[src/rtl/sig_mwi_pkg.sv]
// Shared signal-chain constants: sample width, default averaging window and
// the widths derived from them.
package sig_mwi_pkg;
    localparam int SIG_DW  = 9;
    localparam int MWI_WIN = 32;
    localparam int MWI_LW  = $clog2(MWI_WIN);
    localparam int MWI_SW  = SIG_DW + MWI_LW;
endpackage

[src/rtl/sig_mwi_buf.sv]
// Circular sample buffer for the moving-window integrator. The entry under the
// write pointer is the oldest sample, so it is read and overwritten together.
module sig_mwi_buf
    import sig_mwi_pkg::*;
#(
    parameter int WIN = MWI_WIN,
    parameter int DW  = SIG_DW
) (
    input  logic          clk,
    input  logic          rst_n,
    input  logic          clr_i,
    input  logic          we_i,
    input  logic [DW-1:0] wdata_i,
    output logic [DW-1:0] rdata_o,
    output logic          wrap_o
);
    localparam int LW = $clog2(WIN);

    logic [WIN-1:0][DW-1:0] mem_q;
    logic [LW-1:0]          ptr_q;

    assign rdata_o = mem_q[ptr_q];
    assign wrap_o  = we_i && (ptr_q == LW'(WIN - 1));

    // WIN is a power of two, so the pointer wraps by natural overflow.
    always_ff @(posedge clk or negedge rst_n) begin
        if (!rst_n) begin
            mem_q <= '0;
            ptr_q <= '0;
        end else if (clr_i) begin
            mem_q <= '0;
            ptr_q <= '0;
        end else if (we_i) begin
            mem_q[ptr_q] <= wdata_i;
            ptr_q        <= ptr_q + 1'b1;
        end
    end
endmodule

[src/rtl/sig_mwi.sv]
// Moving-window integrator: running sum over the last WIN rectified samples,
// averaged by shift, two-cycle latency from accepted sample to result.
module sig_mwi
    import sig_mwi_pkg::*;
#(
    parameter int WIN = MWI_WIN,
    parameter int DW  = SIG_DW
) (
    input  logic          clk,
    input  logic          rst_n,
    input  logic          clr,
    input  logic          in_valid,
    input  logic [DW-1:0] data,
    output logic          out_valid,
    output logic [DW-1:0] result,
    output logic          primed
);
    localparam int LW = $clog2(WIN);
    localparam int SW = DW + LW;
    localparam int FW = LW + 1;

    logic          acc;
    logic [DW-1:0] oldest;
    logic          wrap;
    logic [SW-1:0] sum_q, sum_d;
    logic [FW-1:0] fill_q, fill_d;
    logic [2:1]    vld_pipe_q;
    logic [DW-1:0] result_q;
    logic          primed_q;

    // A clear wins over a sample presented in the same cycle.
    assign acc = in_valid && !clr;

    sig_mwi_buf #(.WIN(WIN), .DW(DW)) u_buf (
        .clk     (clk),
        .rst_n   (rst_n),
        .clr_i   (clr),
        .we_i    (acc),
        .wdata_i (data),
        .rdata_o (oldest),
        .wrap_o  (wrap)
    );

    always_comb begin
        sum_d  = sum_q;
        fill_d = fill_q;
        if (acc) begin
            sum_d = sum_q + SW'(data) - SW'(oldest);
            // First wrap of the pointer is exactly the WIN-th sample.
            if (fill_q != FW'(WIN))
                fill_d = wrap ? FW'(WIN) : fill_q + 1'b1;
        end
    end

    always_ff @(posedge clk or negedge rst_n) begin
        if (!rst_n) begin
            sum_q      <= '0;
            fill_q     <= '0;
            vld_pipe_q <= '0;
            result_q   <= '0;
            primed_q   <= 1'b0;
        end else if (clr) begin
            sum_q      <= '0;
            fill_q     <= '0;
            vld_pipe_q <= '0;
            primed_q   <= 1'b0;
        end else begin
            sum_q      <= sum_d;
            fill_q     <= fill_d;
            vld_pipe_q <= {vld_pipe_q[1], acc};
            if (vld_pipe_q[1])
                result_q <= sum_q[SW-1:LW];
            primed_q   <= (fill_q == FW'(WIN));
        end
    end

    assign out_valid = vld_pipe_q[2];
    assign result    = result_q;
    assign primed    = primed_q;
endmodule

[config.mk]
export PLATFORM = sky130hd
export DESIGN_NAME = sig_mwi
export DESIGN_NICKNAME = d
export VERILOG_FILES = /design/src/rtl/sig_mwi_pkg.sv /design/src/rtl/sig_mwi_buf.sv /design/src/rtl/sig_mwi.sv
export SDC_FILE = /design/constraint.sdc
export NUM_CORES = 1
export LEC_CHECK = 0
export CORE_ASPECT_RATIO = 1.1
export CORE_MARGIN = 8
export CORE_UTILIZATION = 55
export CTS_CLUSTER_SIZE = 30
export DETAILED_ROUTE_END_ITERATION = 6
export GPL_ROUTABILITY_DRIVEN = 0
export PLACE_DENSITY = 0.81
export SLEW_MARGIN = 5
export SYNTH_ARGS = -nofsm -noshare
export SYNTH_HDL_FRONTEND = slang
export SYNTH_SLANG_ARGS = --single-unit
[constraint.sdc]
create_clock -name clk -period 10.4 [get_ports clk]
set_clock_uncertainty 0.1 [all_clocks]
set_input_delay 2.08 -clock clk [delete_from_list [all_inputs] [get_ports clk]]
set_output_delay 2.08 -clock clk [all_outputs]
set_load 0.02 [all_outputs]
==> run summary, run 1 <==
- outcome: finished clean
- crit-path most repeated cell: mux4_2
- antenna violations before repair: 1
- synthesis-stage register bit count: 325
- Synth Area per Inst: 11.0 sq um
- Die Span Y: 197 microns
- share of final-layout standard cells stronger than drive strength 1: 0.129
- max-slew violation total from the final report: 0
- via density per instance: 6.45
- final global-route overflow total: 0
- Worst setup SP type: flop
- capturing element type of the critical path: flop
- vias after detailed routing: 12,000
- clock sink count: 325
- Max-cap violations: 0
- # placed instances: 1,800
- RSZ-0062 raised after global routing: no
- fmax: 171 MHz
- count of H-tree levels built during CTS: 2
- number of design rule violations left after detail routing: 0
- maximum buffer depth of the clock tree: 3
- internal power consumption: 2.24 mW
- total negative setup slack: 0 ns
- buffer type at the clock tree root: clkbuf_16
- Num CTS Buffers: 34
- most used cells in the layout excluding fill and tap cells: 323 x dfrtp_1, 289 x nor2_1, 174 x mux2i_1
- Final Hold Viols: 0
- starting utilization of the core area: 0.558
- core area: 29,500 sq um
- total routed wirelength: 42,100 microns
- HP Class: flop to flop
- Setup Crit Path Kind: flop to flop
- switching share of total power: 0.284
- leading cell type in the layout, fill and taps excluded: dfrtp_1
- Worst EP arrival: 6.15 ns
- clock latency at the later pin of the worst-skew pair: 0.53 ns
- Slew @ Worst Pin: 1.17 ns
- final core utilization: 0.609
- fin crit share: 0.564
- synthesis-to-layout area growth: 9.19%
- kind of cell adding the most delay to the critical path: multiplexers
- clock-pin slew of the registers on the worst-case setup and hold paths: 0.06 ns
- DRC marker count from the first detailed-route iteration: 1,492
- max-slew headroom at the worst pin: 0.217
- quantity of gates resized following cts: 0
- final instance area: 18,000 sq um
- die outline area: 35,700 sq um
- number of global-route vias before repair: 12,100
- dpl hpwl: 26,000 microns
- number of placement rows: 66
- number of hold buffers added after cts: 0
- power per cell area: 174 nW/um^2
- required time of the worst setup path: 10.69 ns
- switching power total: 0.889 mW
- Overall Global Routing Usage: 0.239
- ys async rst share: 1.00
- share of power burned in registers: 0.429
- number of enable-type register cells in the synthesized netlist: 0
- number of antenna cells inserted: 0
- largest fanout on the critical path: 45
- total of endpoints with negative setup slack in the final report: 0
- number of nets at the end of the flow: 1,505
- Layout Cells excl Fill: 1,860
- total number of yosys warnings: 0
- TritonCTS clock tree: done
- number of different library cells in the post-synthesis netlist: 54
- leak pwr: 7.58 nW
- number of iterations in the first detailed-routing pass: 6
- count of buffering cells on the critical path with inverters included: 2
- port bufs: 23
- mapped cell area: 16,400 sq um
- portion of total power attributed to the clock network: 0.388
- biggest cell delay along the critical path: 1.03 ns
- minimum clock period: 5.86 ns
- cells traversed along the worst timing path: buf_4 > mux4_2 > mux4_2 > mux2_2 > fa_1 > inv_1 > ha_1 > a211oi_1 > o21ai_1 > a31oi_1 > o21a_1 > o211ai_1 > mux2_1
- Gate Count Post-Synth: 1,496
- Top-Level Pins: 24
- number of nets produced by synthesis: 1,539
- largest net degree at the start of global routing: 130
- wire length of the first global-routing pass: 68,100 microns
- die outline width: 181 microns
- Most used DFF post-synth: dfrtp_1
- maximum VDD drop: 90.6 uV
- critical path's slowest cell: dfrtp_4
- Routed WL per cell: 22.6 microns
- sequential cell area fraction in the yosys report: 0.494
- total cell area at the placement stage: 16,900 sq um
- antenna-violating nets left: 0
- post-CTS repair timing setup buffer count: 0
- combinational cell fraction of total power: 0.184
worst reg2reg max path, stage by stage, from the launching register on:
cell	delay, ns
dfrtp_4	1.03
buf_4	0.75
mux4_2	0.64
mux4_2	0.53
mux2_2	0.31
fa_1	0.48
inv_1	0.07
ha_1	0.32
a211oi_1	0.39
o21ai_1	0.20
a31oi_1	0.29
o21a_1	0.20
o211ai_1	0.11
mux2_1	0.32
metrics by stage:
stage,setup slack [ns],power (mW),hold slack (ns)
finish,4.54,3.13,0.375
detailed placement,4.24,1.93,0.372
CTS,4.52,3.13,0.384
global placement,4.35,1.91,0.360
global route,4.22,3.25,0.405
floorplan,5.54,1.76,0.351
per-layer routing:
layer  GRT usage  vias to the layer above  share of wire
met3      0.0535                      120          0.095
met4       0.106                        2          0.042
met1       0.312                     6099           0.39
li1            -                     5160              -
met2       0.380                      608           0.47
met5           0                        -        0.00031
sequential cells by signal (all words and copies together) (netlist names):
name	cells
sum_q	14
primed	1
result	9
vld_pipe_q	2
fill_q	6
u_buf.mem_q	288
u_buf.ptr_q	5
worst paths after layout:
kind                                 from        endpoint  slack, ns  cells past startpoint
setup / recovery           u_buf.ptr_q[0]       sum_q[13]       4.54                     13
hold / removal                  result[4]       result[4]       0.38                      2
setup reg to reg           u_buf.ptr_q[0]       sum_q[13]       4.54                     13
hold reg to reg                 result[4]       result[4]       0.38                      2
max in group asynchronous           rst_n  u_buf.mem_q[3]       6.58                      3
min in group asynchronous           rst_n       fill_q[2]       1.40                      1
power groups by stage:
stage / Combinational (mW) / Sequential, mW / Clock [mW]
floorplan: 0.403 / 1.36 / 0
global placement: 0.547 / 1.36 / 0
detailed placement: 0.564 / 1.36 / 0
CTS: 0.568 / 1.34 / 1.22
global route: 0.632 / 1.35 / 1.27
finish: 0.574 / 1.34 / 1.21
synth_stat cells, drive strengths merged (6+ instances only):
library cell | n | area [sq um]
o21ai | 28 | 140
mux2i | 174 | 1740
and3 | 6 | 37.5
dfrtp | 325 | 8130
clkbuf | 85 | 319
nand3 | 49 | 245
a21o | 6 | 45.0
ha | 21 | 263
nor3 | 23 | 115
nand2 | 88 | 330
xnor2 | 8 | 70.1
nand2b | 10 | 62.6
buf | 28 | 144
a21oi | 97 | 485
a32o | 13 | 130
nor2 | 305 | 1180
inv | 51 | 191
fa | 9 | 180
mux2 | 10 | 113
a22o | 23 | 201
mux4 | 86 | 1940
kinds of logic after synthesis:
group	count (synthesis)	share of synthesized area
buffers and inverters	164	0.0398
adders and majority gates	30	0.0269
DFF	325	0.494
and+or+nand+nor	506	0.130
xor gates and xnor gates	9	0.00479
muxes	270	0.231
AOI/OAI and AO/OA	192	0.0730
layout make-up:
class	instances	area, sq um
fillers	2243	11500
flip-flops and latches	325	8140
multi-input cells	1007	7660
clock buffers	51	1030
well taps	374	468
repair buffers	43	389
inverters	51	191
clock inverters	9	78.8
(Power assumes the default switching activity.)
==> run 2, diff against run 1 <==
- PLACE_DENSITY: 0.81 -> 0.84
- clock period: 10.4 -> 5.1 ns (I/O delays scaled with it)
==> run summary, run 2 (synthesized netlist as in run 1, its figures left out) <==
- final instance area: 18,200 sq um, +1.2%
- Worst EP arrival: 5.07 ns, -1.08 ns
- clock latency at the later pin of the worst-skew pair: 0.51 ns, -0.02 ns
- RSZ-0062 raised after global routing: no
- core area: 29,500 sq um, unchanged
- die outline width: 181 microns, unchanged
- maximum buffer depth of the clock tree: 3, unchanged
- quantity of gates resized following cts: 0, unchanged
- outcome: finished clean
- leak pwr: 7.70 nW, +1.6%
- total routed wirelength: 44,100 microns, +4.8%
- clock sink count: 325, unchanged
- Filler Cell Count: 2,203, -1.8%
- required time of the worst setup path: 5.39 ns, -5.30 ns
- starting utilization of the core area: 0.558, unchanged
- combinational cell fraction of total power: 0.195, +0.011
- via density per instance: 6.55, +1.5%
- cells traversed along the worst timing path: buf_12 > mux4_2 > mux4_2 > mux2_2 > fa_1 > inv_1 > ha_1 > a211oi_1 > o21ai_1 > a31oi_1 > o21a_1 > o211ai_1 > mux2_1
- antenna violations before repair: 0, -1
- flip-flop count of the largest register, all copies and words added: 288, unchanged
- Overall Global Routing Usage: 0.247, +0.00874
- number of iterations in the first detailed-routing pass: 6, unchanged
- TritonCTS clock tree: done
- maximum VDD drop: 248 uV, +170%
- HP Class: flop to flop
- internal power consumption: 4.54 mW, +100%
- max-slew violation total from the final report: 0, unchanged
- Die Span Y: 197 microns, unchanged
- critical path's slowest cell: dfrtp_4
- clock-pin slew of the registers on the worst-case setup and hold paths: 0.06 ns, about the same
- Worst setup SP type: flop
- synthesis-to-layout area growth: 10.5%
- Slew @ Worst Pin: 1.25 ns, +0.0887 ns
- largest net degree at the start of global routing: 147, +13%
- number of nets at the end of the flow: 1,524, +1.3%
- total of endpoints with negative setup slack in the final report: 0, unchanged
- share of power burned in registers: 0.428, about the same
- antenna-violating nets left: 0, unchanged
- total negative setup slack: 0 ns, unchanged
- port bufs: 23, unchanged
- Final Hold Viols: 0, unchanged
- DRC marker count from the first detailed-route iteration: 1,452, -2.7%
- portion of total power attributed to the clock network: 0.378, -0.010
- most used cells in the layout excluding fill and tap cells: 323 x dfrtp_1, 289 x nor2_1, 174 x mux2i_1
- number of design rule violations left after detail routing: 0, unchanged
- number of global-route vias before repair: 12,500, +3.5%
- dpl hpwl: 28,200 microns, +8.3%
- number of hold buffers added after cts: 0, unchanged
- switching share of total power: 0.287, +0.00265
- final global-route overflow total: 0, unchanged
- vias after detailed routing: 12,300, +2.5%
- leading cell type in the layout, fill and taps excluded: dfrtp_1
- crit-path most repeated cell: mux4_2
- Routed WL per cell: 23.5 microns, +3.8%
- power per cell area: 350 nW/um^2, +100%
- buffer type at the clock tree root: clkbuf_16
- max-slew headroom at the worst pin: 0.157, -0.0596
- Max-cap violations: 0, unchanged
- top register by number of flip-flops: u_buf.mem_q
- die outline area: 35,700 sq um, unchanged
- number of placement rows: 66, unchanged
- total cell area at the placement stage: 17,100 sq um, +1.4%
- minimum clock period: 4.78 ns, -1.08 ns
- count of H-tree levels built during CTS: 2, unchanged
- Num CTS Buffers: 34, unchanged
- largest fanout on the critical path: 16, -64%
- final core utilization: 0.617, +0.00734
- worst hold-check slack: 0.377 ns, +0.00121 ns
- fmax: 209 MHz, +23%
- biggest cell delay along the critical path: 0.63 ns, -0.40 ns
- switching power total: 1.82 mW, +110%
- share of final-layout standard cells stronger than drive strength 1: 0.140, +0.0111
- Top-Level Pins: 24, unchanged
- capturing element type of the critical path: flop
- Setup Crit Path Kind: flop to flop
- wire length of the first global-routing pass: 69,900 microns, +2.6%
- number of antenna cells inserted: 0, unchanged
- fin crit share: 0.938, +0.374
[run 2: cell count changes in the layout (fill, tap and decap cells not counted), sizes merged]
cell,previous run,this run
buf,21,40
clkinvlp,2,0
clkinv,5,8
clkbuf,52,51
bufinv,1,0
[run 2: path summary, 6_finish.rpt]
kind                                start                to  slack (ns)  depth (start not counted)
max                        u_buf.ptr_q[0]         sum_q[13]        0.32                         13
min                             result[5]         result[5]        0.38                          2
max reg2reg                u_buf.ptr_q[0]         sum_q[13]        0.32                         13
min reg2reg                     result[5]         result[5]        0.38                          2
max in group asynchronous           rst_n  u_buf.mem_q[242]        3.33                          2
min in group asynchronous           rst_n         fill_q[2]        0.52                          1
[run 2: cell type report]
type | count | area (sq um) | area share
repair buffers | 62 | 639 | 0.0352
inverters | 51 | 191 | 0.0105
multi-input cells | 1007 | 7660 | 0.422
flip-flops and latches | 325 | 8140 | 0.448
clock buffers | 50 | 1020 | 0.0562
clock inverters | 9 | 48.8 | 0.00268
well taps | 374 | 468 | 0.0257
[run 2: power by group through the flow]
stage	logic [mW]	registers, mW	clock network (mW)
2_1_floorplan	0.822	2.78	0
3_3_place_gp	1.16	2.76	0
3_5_place_dp	1.21	2.77	0
4_1_cts	1.22	2.72	2.43
5_1_grt	1.36	2.73	2.52
6_report	1.24	2.72	2.40
[run 2: what timing repair did]
action / 4_1_cts / 5_1_grt
buffers inserted: 0 / 1
hold endpoints to repair: 0 / 0
endpoints found under the setup margin: 0 / 1
[run 2: metrics by stage]
stage	power [mW]	cells	setup WS, ns
detailed placement	3.97	1818	0.251
CTS	6.37	1877	0.233
global placement	3.93	1818	0.382
global route	6.61	1878	0.0667
finish	6.36	1878	0.318
floorplan	3.60	1496	0.572
[run 2: worst max-delay path, delay by kind of cell (launching register included)]
kind	cells	cell delay [ns]
AO/OA/AOI/OAI	5	1.19
adder cells (fa/ha/maj)	2	0.80
buffers and inverters	2	0.30
flip-flops	1	0.63
multiplexers	4	1.63
[run 2: routing by layer]
| layer | wire length (microns) | part of all wire | global-route usage |
|---|---|---|---|
| met5 | 0 | 0 | 0 |
| met3 | 4680 | 0.11 | 0.0695 |
| met2 | 20600 | 0.47 | 0.392 |
| met4 | 2440 | 0.055 | 0.137 |
| met1 | 16400 | 0.37 | 0.305 |
